File: src/rtl/datapath_share_arb.sv
// rtl/datapath_share_arb.sv - round-robin arbiter sharing one registered AND/OR operand datapath
// Three requesters; one grant at a time; result held on a valid/ready port until accepted.
module datapath_share_arb #(
  parameter int DW = 4
) (
  input  logic            clk,
  input  logic            rst_n,
  input  logic [2:0]      req,
  input  logic [3*DW-1:0] req_a,
  input  logic [3*DW-1:0] req_b,
  input  logic [2:0]      req_mode,
  output logic [2:0]      gnt,
  output logic            busy,
  output logic            res_valid,
  output logic [DW-1:0]   res_data,
  output logic [1:0]      res_id,
  input  logic            res_ready,
  output logic [7:0]      done_cnt
);

  typedef enum logic [1:0] {IDLE, EXEC, HOLD} state_t;

  state_t        state_q, state_d;
  logic [1:0]    last_q, last_d;
  logic [DW-1:0] op_a_q, op_a_d;
  logic [DW-1:0] op_b_q, op_b_d;
  logic          op_mode_q, op_mode_d;
  logic [2:0]    gnt_q, gnt_d;
  logic          busy_q, busy_d;
  logic          res_valid_q, res_valid_d;
  logic [DW-1:0] res_data_q, res_data_d;
  logic [1:0]    res_id_q, res_id_d;
  logic [7:0]    done_cnt_q, done_cnt_d;

  logic [1:0]    pri0, pri1, pri2, winner;
  logic [DW-1:0] sel_a, sel_b;
  logic          sel_mode;

  // Search order starts one past the last winner and wraps.
  always_comb begin
    case (last_q)
      2'd0:    begin pri0 = 2'd1; pri1 = 2'd2; pri2 = 2'd0; end
      2'd1:    begin pri0 = 2'd2; pri1 = 2'd0; pri2 = 2'd1; end
      default: begin pri0 = 2'd0; pri1 = 2'd1; pri2 = 2'd2; end
    endcase
    if (req[pri0])      winner = pri0;
    else if (req[pri1]) winner = pri1;
    else                winner = pri2;
  end

  always_comb begin
    case (winner)
      2'd1: begin
        sel_a    = req_a[DW +: DW];
        sel_b    = req_b[DW +: DW];
        sel_mode = req_mode[1];
      end
      2'd2: begin
        sel_a    = req_a[2*DW +: DW];
        sel_b    = req_b[2*DW +: DW];
        sel_mode = req_mode[2];
      end
      default: begin
        sel_a    = req_a[0 +: DW];
        sel_b    = req_b[0 +: DW];
        sel_mode = req_mode[0];
      end
    endcase
  end

  always_comb begin
    state_d     = state_q;
    last_d      = last_q;
    op_a_d      = op_a_q;
    op_b_d      = op_b_q;
    op_mode_d   = op_mode_q;
    gnt_d       = 3'b000;
    busy_d      = busy_q;
    res_valid_d = res_valid_q;
    res_data_d  = res_data_q;
    res_id_d    = res_id_q;
    done_cnt_d  = done_cnt_q;
    case (state_q)
      IDLE: begin
        if (req != 3'b000) begin
          gnt_d     = 3'b001 << winner;
          op_a_d    = sel_a;
          op_b_d    = sel_b;
          op_mode_d = sel_mode;
          last_d    = winner;
          busy_d    = 1'b1;
          state_d   = EXEC;
        end
      end
      EXEC: begin
        res_data_d  = op_mode_q ? (op_a_q & op_b_q) : (op_a_q | op_b_q);
        res_id_d    = last_q;
        res_valid_d = 1'b1;
        state_d     = HOLD;
      end
      HOLD: begin
        if (res_ready) begin
          res_valid_d = 1'b0;
          busy_d      = 1'b0;
          done_cnt_d  = done_cnt_q + 8'd1;
          state_d     = IDLE;
        end
      end
      default: state_d = IDLE;
    endcase
  end

  // last resets to 2 so requester 0 is searched first.
  always_ff @(posedge clk or negedge rst_n) begin
    if (!rst_n) begin
      state_q     <= IDLE;
      last_q      <= 2'd2;
      op_a_q      <= '0;
      op_b_q      <= '0;
      op_mode_q   <= 1'b0;
      gnt_q       <= 3'b000;
      busy_q      <= 1'b0;
      res_valid_q <= 1'b0;
      res_data_q  <= '0;
      res_id_q    <= 2'd0;
      done_cnt_q  <= 8'd0;
    end else begin
      state_q     <= state_d;
      last_q      <= last_d;
      op_a_q      <= op_a_d;
      op_b_q      <= op_b_d;
      op_mode_q   <= op_mode_d;
      gnt_q       <= gnt_d;
      busy_q      <= busy_d;
      res_valid_q <= res_valid_d;
      res_data_q  <= res_data_d;
      res_id_q    <= res_id_d;
      done_cnt_q  <= done_cnt_d;
    end
  end

  assign gnt       = gnt_q;
  assign busy      = busy_q;
  assign res_valid = res_valid_q;
  assign res_data  = res_data_q;
  assign res_id    = res_id_q;
  assign done_cnt  = done_cnt_q;

endmodule
File: config.mk
export PLATFORM = sky130hd
export DESIGN_NAME = datapath_share_arb
export DESIGN_NICKNAME = d
export VERILOG_FILES = /design/src/rtl/datapath_share_arb.sv
export SDC_FILE = /design/constraint.sdc
export NUM_CORES = 1
export LEC_CHECK = 0
export BUFFER_PORTS_ARGS = -buffer_cell sky130_fd_sc_hd__buf_2
export CAP_MARGIN = 20
export CORE_MARGIN = 2
export CORE_UTILIZATION = 40
export DETAILED_ROUTE_END_ITERATION = 10
export GPL_TIMING_DRIVEN = 1
export PLACE_DENSITY = 0.68
export SLEW_MARGIN = 20
export SYNTH_ARGS = -nofsm -noshare
export SYNTH_HDL_FRONTEND = slang
export SYNTH_SLANG_ARGS = --single-unit
File: constraint.sdc
create_clock -name clk -period 2.6 [get_ports clk]
set_input_delay 0.26 -clock clk [delete_from_list [all_inputs] [get_ports clk]]
set_output_delay 0.26 -clock clk [all_outputs]
set_load 0.01 [all_outputs]
==> flow_summary.ini, run 1 <==
[outcome]
status = finished clean

[route]
drt_first_pass_iters = 4
drcViolationCount = 0
wirelength_mm = 3.09
drtIter0Drc = 77
vias = 1251
ant_nets = 0
avgRoutedWirePerCell_um = 12.6
via_per_inst = 5.09

[synthesis]
ys_top_cells_by_count = 31 x dfrtp_1, 17 x nor2_1, 12 x a21oi_1
ys_async_sr_fraction = 1.00
synth_edf_count = 0
synth.distinct_cells = 32
yosys-top-cells-area = dfrtp_1 49%, mux2_4 5.7%, a22oi_1 4.3%, mux2_2 4.3%, nor2_1 4.0%
synthesis.nets = 182
synth_warnings = 0
yosysSeqAreaShare = 0.506
synth_seq_cells = 32
yosysMostFrequentCell = dfrtp_1
syn_area_um2 = 1590
yosys.area.top_type = dfrtp_1
synth_top_area_share = 0.489
synth_cells = 145
synth.avg_cell_area_um2 = 10.9
synthFlopType = dfrtp_1

[cts]
insertion_delay_ps = 280
cts_tree = done
cts_setup_buffers = 0
cts.clk_slew.worst_paths_ps = 60
root_buffer = clkbuf_8
clock_sinks = 32
clockBufferDepth = 2
cts-resized-gates = 0
htree_levels = 2
cts_buffers = 5
holdBufCountCts = 0

[timing]
tns_ps = 0
period_needed_ps = 2320
finalSetupViolCount = 0
fin_crit_sh = 0.894
slew_headroom = 0.542
fmaxAchievable_mhz = 430
drv_slew = 0
worst_pin_slew_ps = 687
hold_viol_final = 0
rsz0062_at_grt = no
fin_skew_ps = 5.09

[floorplan]
rows = 22
die_area_um2 = 4480
core_area_um2 = 3740
die_x_um = 67.0
initial_utilization = 0.423
io_pins = 52
die_h_um = 67.0

[grt]
grtUsageMet2 = 0.249
antenna_found_initial = 0
met1_usage = 0.204
use_met3 = 0.0405
grt_use_total = 0.159
grt_busiest_layer = met2
grt_remaining_overflow = 0
grt_max_degree = 33
grt_pass1_wl_mm = 5.22
grt_pass1_vias = 1164

[critical_path]
cp_common_cell = a21oi_1
reg2reg_slack_ps = 280
cp_cell_sequence = or3b_2 -> a21oi_1 -> nor2_1 -> ha_1 -> a21oi_1 -> mux2_4
cp_slowest_cell = ha_1
timing.rr.end = op_b_q[2]$_DFFE_PN0P_
cp.arrival_ps = 2490
cp_data_required_time_ps = 2760
rr_worst_depth = 6
slowest_delay_ps = 590
crit_path_end_kind = flop
startpoint_type = flop
crit_type = reg2reg
critPathMaxFanout = 18
regToRegStartpoint = last_q[0]$_DFFE_PN0P_

[hold_path]
hold_path.class = in2async

[final_layout]
drive_above_1_share = 0.374
n_antenna_cell = 0
nets = 234
area_growth_syn_to_layout_pct = 23.7
fin_util = 0.524

[placement]
dpl.hpwl_mm = 2.38
port_buffers = 51
gp_congestion = 0.785

[pwr]
leakage_nw = 0.994
cellPowerDensity_nw_per_um2 = 1200
ir_worst_vdd_v = 0.000485

[job]
drv_cap = 0
[metrics by stage]
| stage | instances | total power, mW | area [µm²] | setup WS (ps) | hold slack [ps] |
|---|---|---|---|---|---|
| 6_report | 246 | 2.35 | 1960 | 275 | 24.2 |
| 5_1_grt | 246 | 2.55 | 1960 | 107 | 77.9 |
| 4_1_cts | 246 | 2.38 | 1960 | 291 | 43.9 |
| 3_5_place_dp | 238 | 1.99 | 1870 | 302 | 347 |
| 3_3_place_gp | 238 | 1.95 | 1870 | 340 | 338 |
| 2_1_floorplan | 145 | 1.71 | 1590 | 215 | -35.6 |
[power by group]
group	switching, mW	internal (mW)	total [mW]
clock	0.162	0.215	0.377
sequential	0.186	0.728	0.914
combinational	0.508	0.553	1.06
total	0.855	1.50	2.35
[layout make-up]
cell class	instances	area [µm²]
clock buffers	8	90.1
fillers	376	1780
inverters	1	3.75
multi-input cells	106	749
flip-flops and latches	32	802
well taps	48	60.1
repair buffers	51	255
[sequential cells by signal (all words and copies together), names as in the netlist]
register,flops
state_q,2
op_a_q,4
gnt,3
done_cnt,8
res_id,2
busy,1
res_valid,1
op_b_q,4
op_mode_q,1
res_data,4
last_q,2
[kinds of logic (layout without fill, tap and decap cells)]
group                      Yosys count  in the layout  share of synthesized area
buffers and inverters                7             60                     0.0213
DFF                                 32             32                      0.506
xor gates and xnor gates             7              7                     0.0387
adders and majority gates            4              4                     0.0316
and+or+nand+nor                     48             48                      0.159
AOI/OAI and AO/OA                   35             35                      0.144
muxes                               12             12                     0.0994
[critical path, delay by kind of cell (launching register included)]
kind	cells	cell delay, ps
mux	1	280
compound gates	2	370
simple gates	2	550
fa+ha+maj	1	590
flops	1	410
[per-layer routing]
metal | part of all wire | vias to the layer above
met5 | 0 | -
met4 | 0.016 | 0
met3 | 0.079 | 6
met2 | 0.45 | 55
met1 | 0.45 | 568
li1 | - | 622
[layout by cell type, fill, tap and decap left out, types with 3 or more instances in the layout]
cell type	Yosys	layout
and3_1	4	4
mux2_4	6	6
nand2b_1	4	4
a21oi_1	12	12
a21o_1	6	6
nand3b_1	3	3
xnor2_1	3	3
clkbuf_8	0	6
dfrtp_1	31	31
mux2_2	6	6
nand2_1	7	7
xor2_1	4	4
buf_2	0	51
a211oi_1	4	4
ha_1	4	4
nand3_1	3	3
nor2_1	17	17
a22oi_1	9	9
[worst max path at each step]
| stage | from | end | slack (ps) |
|---|---|---|---|
| detailed placement | last_q[0]$_DFFE_PN0P_ | op_a_q[0]$_DFFE_PN0P_ | 300 |
| global route | last_q[0]$_DFFE_PN0P_ | op_a_q[1]$_DFFE_PN0P_ | 110 |
| global placement | last_q[1]$_DFFE_PN1P_ | op_b_q[2]$_DFFE_PN0P_ | 340 |
| finish | last_q[0]$_DFFE_PN0P_ | op_b_q[2]$_DFFE_PN0P_ | 280 |
| CTS | last_q[0]$_DFFE_PN0P_ | op_b_q[2]$_DFFE_PN0P_ | 290 |
| floorplan | last_q[1]$_DFFE_PN1P_ | op_a_q[0]$_DFFE_PN0P_ | 210 |
No activity file was read; power rests on OpenSTA's default activity.
==> inputs of run 2 (changes only) <==
--- a/config.mk
+++ b/config.mk
@@ -11,7 +11,7 @@
 export CORE_UTILIZATION = 40
 export DETAILED_ROUTE_END_ITERATION = 10
 export GPL_TIMING_DRIVEN = 1
-export PLACE_DENSITY = 0.68
+export PLACE_DENSITY = 0.66
 export SLEW_MARGIN = 20
 export SYNTH_ARGS = -nofsm -noshare
 export SYNTH_HDL_FRONTEND = slang
==> constraint.sdc (replaced) <==
create_clock -name clk -period 2.5 [get_ports clk]
set_input_delay 0.25 -clock clk [delete_from_list [all_inputs] [get_ports clk]]
set_output_delay 0.25 -clock clk [all_outputs]
set_load 0.01 [all_outputs]
==> run 2 against run 1 <==
Register-to-register slack got worse by 20 ps. Non-clock buffer count did not move. Die area stayed put.
==> flow_summary.ini, run 2 (same netlist as run 1, synthesis figures left out) <==
[critical_path]
critPathBufInv = 0
cp_slowest_cell = or3b_2
crit_path_end_kind = flop
slowest_delay_ps = 450
rr_worst_depth = 7
crit_type = reg2reg
cp_top_family = compound AO/OA/AOI/OAI gates
cp_cell_sequence = or3b_2 -> a21oi_1 -> nor2_1 -> ha_1 -> a22oi_1 -> a21oi_1 -> mux2_4
cp_data_required_time_ps = 2670
path_depth = 7
cp_common_cell = a21oi_1
cp.arrival_ps = 2410
startpoint_type = flop
critPathMaxFanout = 10

[timing]
fin_crit_sh = 0.899
period_needed_ps = 2250
tns_ps = 0
fin_skew_ps = 5.77
drv_slew = 0
hold_viol_final = 0
whs_ps = 14.8
rsz0062_at_grt = no
finalSetupViolCount = 0
fmaxAchievable_mhz = 445
slew_headroom = 0.535
fin_ws_ps = 252
worst_pin_slew_ps = 697

[floorplan]
core_area_um2 = 3740
die_area_um2 = 4480
die_h_um = 67.0
die_x_um = 67.0
io_pins = 52
initial_utilization = 0.423
rows = 22

[cts]
clock_sinks = 32
cts_setup_buffers = 0
root_buffer = clkbuf_8
htree_levels = 2
cts.clk_slew.worst_paths_ps = 60
cts_buffers = 5
cts_tree = done
insertion_delay_ps = 280
holdBufCountCts = 0
clockBufferDepth = 2

[final_layout]
mostFrequentLayoutCells = 51 x buf_2, 31 x dfrtp_1, 17 x nor2_1
area_growth_syn_to_layout_pct = 23.8
fin_util = 0.524
largest_reg_flops = 8
nets = 234
n_antenna_cell = 0
drive_above_1_share = 0.379
mostFrequentLayoutCell = buf_2
num-fill-cells = 377

[placement]
dpl.hpwl_mm = 2.35
gp_congestion = 0.811
port_buffers = 51
dpl_worst_slack_ps = 173

[route]
vias = 1257
via_per_inst = 5.11
drcViolationCount = 0
drtIter0Drc = 55
wirelength_mm = 3.18
avgRoutedWirePerCell_um = 12.9
drt_first_pass_iters = 4
ant_nets = 0

[grt]
grt_remaining_overflow = 0
grt_pass1_vias = 1218
grt_use_total = 0.164
grt_pass1_wl_mm = 5.37
antenna_found_initial = 0
grt_max_degree = 33

[job]
drv_cap = 0

[hold_path]
hold_path.class = in2async

[pwr]
ir_worst_vdd_v = 0.000490
leakage_nw = 0.992
cellPowerDensity_nw_per_um2 = 1250

[outcome]
status = finished clean
-- run 2: cell counts in the layout (fill, tap and decap cells not counted) --
Identical to the previous run, type by type.
-- run 2: power breakdown --
group	switching [mW]	internal (mW)	total, mW	leakage, nW
Clock	0.179	0.224	0.403	0.0455
Combinational	0.530	0.581	1.11	0.554
Sequential	0.192	0.757	0.949	0.393
-- run 2: area by class of cell --
cell class / instances / area (µm²) / share of cell area
Timing Repair Buffer: 51 / 255 / 0.130
Clock buffer: 8 / 90.1 / 0.0459
Tap cell: 48 / 60.1 / 0.0306
Inverter: 1 / 3.75 / 0.00191
Sequential cell: 32 / 802 / 0.409
Multi-Input combinational cell: 106 / 752 / 0.383
-- run 2: worst reg2reg max path, delay by kind of cell, from the launching register on --
family	cells	cell delay [ps]
multiplexers	1	270
AO/OA/AOI/OAI	3	560
flip-flops	1	410
AND/OR/NAND/NOR	2	550
adder cells (fa/ha/maj)	1	340
-- run 2: per-layer routing --
metal  routed length, µm  global-route usage  up-vias  part of all wire
met5                   0                   0        -                 0
met4                  79              0.0995        0             0.025
met3                 249              0.0389        7             0.078
met2                1420               0.256       49              0.45
met1                1430               0.204      581              0.45
li1                    -                   -      620                 -
-- run 2: worst paths after layout --
| path | startpoint | to | slack, ps |
|---|---|---|---|
| worst min-delay path | rst_n | done_cnt[4]$_DFFE_PN0P_ | 10 |
| max in group asynchronous | rst_n | res_data[1]$_DFFE_PN0P_ | 2040 |
| worst max-delay path | last_q[0]$_DFFE_PN0P_ | op_a_q[1]$_DFFE_PN0P_ | 250 |
| min in group clk | res_ready | state_q[1]$_DFFE_PN0P_ | 240 |
| worst min register to register | done_cnt[7]$_DFFE_PN0P_ | done_cnt[7]$_DFFE_PN0P_ | 470 |
| worst max register to register | last_q[0]$_DFFE_PN0P_ | op_a_q[1]$_DFFE_PN0P_ | 250 |
-- run 2: timing repair --
| item | in CTS | in global routing |
|---|---|---|
| resized for setup | 0 | 1 |
| endpoints found under the setup margin | 0 | 2 |
| endpoints found under the hold margin | 0 | 0 |
-- run 2: metrics by stage --
stage	power [mW]	cell area, µm²	cells
global placement	2.03	1870	238
detailed placement	2.08	1870	238
global route	2.67	1960	246
floorplan	1.78	1590	145
CTS	2.49	1960	246
finish	2.46	1960	246
==> inputs of run 3 (changes only) <==
--- a/config.mk
+++ b/config.mk
@@ -11,6 +11,7 @@
 export CORE_UTILIZATION = 40
 export DETAILED_ROUTE_END_ITERATION = 10
 export GPL_TIMING_DRIVEN = 1
+export HOLD_SLACK_MARGIN = 0.15
 export PLACE_DENSITY = 0.66
 export SLEW_MARGIN = 20
 export SYNTH_ARGS = -nofsm -noshare
==> run 3 against run 2 <==
Fmax hardly changed. Largest cell class unchanged. Non-clock buffer count is 1 higher. Sequential share of layout area is 0.21 points lower. Combinational power hardly changed. Die area stayed put.
==> flow_summary.ini, run 3 (same netlist as run 1, synthesis figures left out) <==
[pwr]
seqPwrFrac = 0.385
p_switching_uw = 900
leakage_nw = 0.996
p_clk_frac = 0.164
share_comb_of_total_power = 0.451
ir_worst_vdd_v = 0.000489
cellPowerDensity_nw_per_um2 = 1250
swShare = 0.365
intPower_mw = 1.56

[final_layout]
area_growth_syn_to_layout_pct = 24.5
drive_above_1_share = 0.377
fin_area_um2 = 1970
fin_util = 0.527
mostFrequentLayoutCells = 51 x buf_2, 31 x dfrtp_1, 17 x nor2_1
largest_reg_flops = 8
mostFrequentLayoutCell = buf_2
nets = 235
n_antenna_cell = 0

[cts]
cts_tree = done
cts.clk_slew.worst_paths_ps = 60
clockBufferDepth = 2
cts_buffers = 5
clock_sinks = 32
insertion_delay_ps = 280
htree_levels = 2
root_buffer = clkbuf_8
cts_setup_buffers = 0

[floorplan]
io_pins = 52
die_h_um = 67.0
core_area_um2 = 3740
die_area_um2 = 4480
rows = 22
die_x_um = 67.0
initial_utilization = 0.423

[timing]
period_needed_ps = 2250
slew_headroom = 0.534
drv_slew = 0
finalSetupViolCount = 0
fmaxAchievable_mhz = 445
fin_ws_ps = 252
tns_ps = 0
rsz0062_at_grt = no
fin_skew_ps = 5.77
whs_ps = 242
worst_pin_slew_ps = 699
fin_crit_sh = 0.899
hold_viol_final = 0

[critical_path]
crit_path_end_kind = flop
cp_data_required_time_ps = 2670
startpoint_type = flop
cp.arrival_ps = 2410
critPathMaxFanout = 10
crit_type = reg2reg
regToRegStartpoint = last_q[0]$_DFFE_PN0P_
cp-startpoint = last_q[0]$_DFFE_PN0P_

[grt]
grt_pass1_vias = 1218
grt_max_degree = 33
grt_remaining_overflow = 0
grt_use_total = 0.164
antenna_found_initial = 0
grt_pass1_wl_mm = 5.37

[placement]
port_buffers = 51
dpl.hpwl_mm = 2.35
placed_cell_area_um2 = 1870
gp_congestion = 0.811
dpl_worst_slack_ps = 173

[route]
wirelength_mm = 3.19
avgRoutedWirePerCell_um = 12.9
drtIter0Drc = 52
ant_nets = 0
via_per_inst = 5.10
drcViolationCount = 0
drt_first_pass_iters = 4
vias = 1259

[outcome]
status = finished clean

[hold_path]
min_from = res_ready
hold_path.class = in2reg

[job]
drv_cap = 0
-- run 3: cell types whose count changed in the layout (fill, tap and decap cells not counted), sizes merged --
cell / previous run / this run
dlygate4sd3: 0 / 1
-- run 3: power groups by stage --
| stage | registers, mW | logic (mW) | clock network [mW] |
|---|---|---|---|
| 4_1_cts | 0.949 | 1.12 | 0.414 |
| 5_1_grt | 0.989 | 1.25 | 0.436 |
| 3_3_place_gp | 0.947 | 1.09 | 0 |
| 6_report | 0.949 | 1.11 | 0.403 |
| 3_5_place_dp | 0.959 | 1.12 | 0 |
| 2_1_floorplan | 0.976 | 0.802 | 0 |
-- run 3: per-stage QoR --
stage,std cells,total power [mW]
after floorplan,145,1.78
after global placement,238,2.03
after detailed placement,238,2.08
after CTS,247,2.49
after global routing,247,2.67
final,247,2.46
-- run 3: worst paths after layout --
path / endpoint / slack [ps] / cells past startpoint
min reg2reg: done_cnt[7]$_DFFE_PN0P_ / 470 / 1
min: state_q[1]$_DFFE_PN0P_ / 240 / 2
min in group asynchronous: done_cnt[4]$_DFFE_PN0P_ / 560 / 2
max reg2reg: op_a_q[1]$_DFFE_PN0P_ / 250 / 7
max: op_a_q[1]$_DFFE_PN0P_ / 250 / 7
max in group asynchronous: res_data[1]$_DFFE_PN0P_ / 1500 / 2
-- run 3: repair_timing --
| item | in CTS | in global routing |
|---|---|---|
| setup endpoints to repair | 0 | 2 |
| hold buffers | 1 | 0 |
| endpoints found under the hold margin | 31 | 0 |
| gates resized for setup | 0 | 1 |
-- run 3: final cells by class --
cell class | count | area [µm²]
fill | 376 | 1770
sequential | 32 | 802
multi-input combinational | 106 | 752
timing repair buffer | 52 | 265
clock buffer | 8 | 90.1
tap | 48 | 60.1
inverter | 1 | 3.75
-- run 3: critical path, stage by stage (launching register included) --
cell	delay, ps
dfrtp_1	410
or3b_2	450
a21oi_1	220
nor2_1	100
ha_1	340
a22oi_1	230
a21oi_1	110
mux2_4	270
-- run 3: routing by layer --
metal | wire [µm] | track usage
met3 | 241 | 0.0389
met1 | 1440 | 0.204
met4 | 79 | 0.0995
met2 | 1430 | 0.256
met5 | 0 | 0
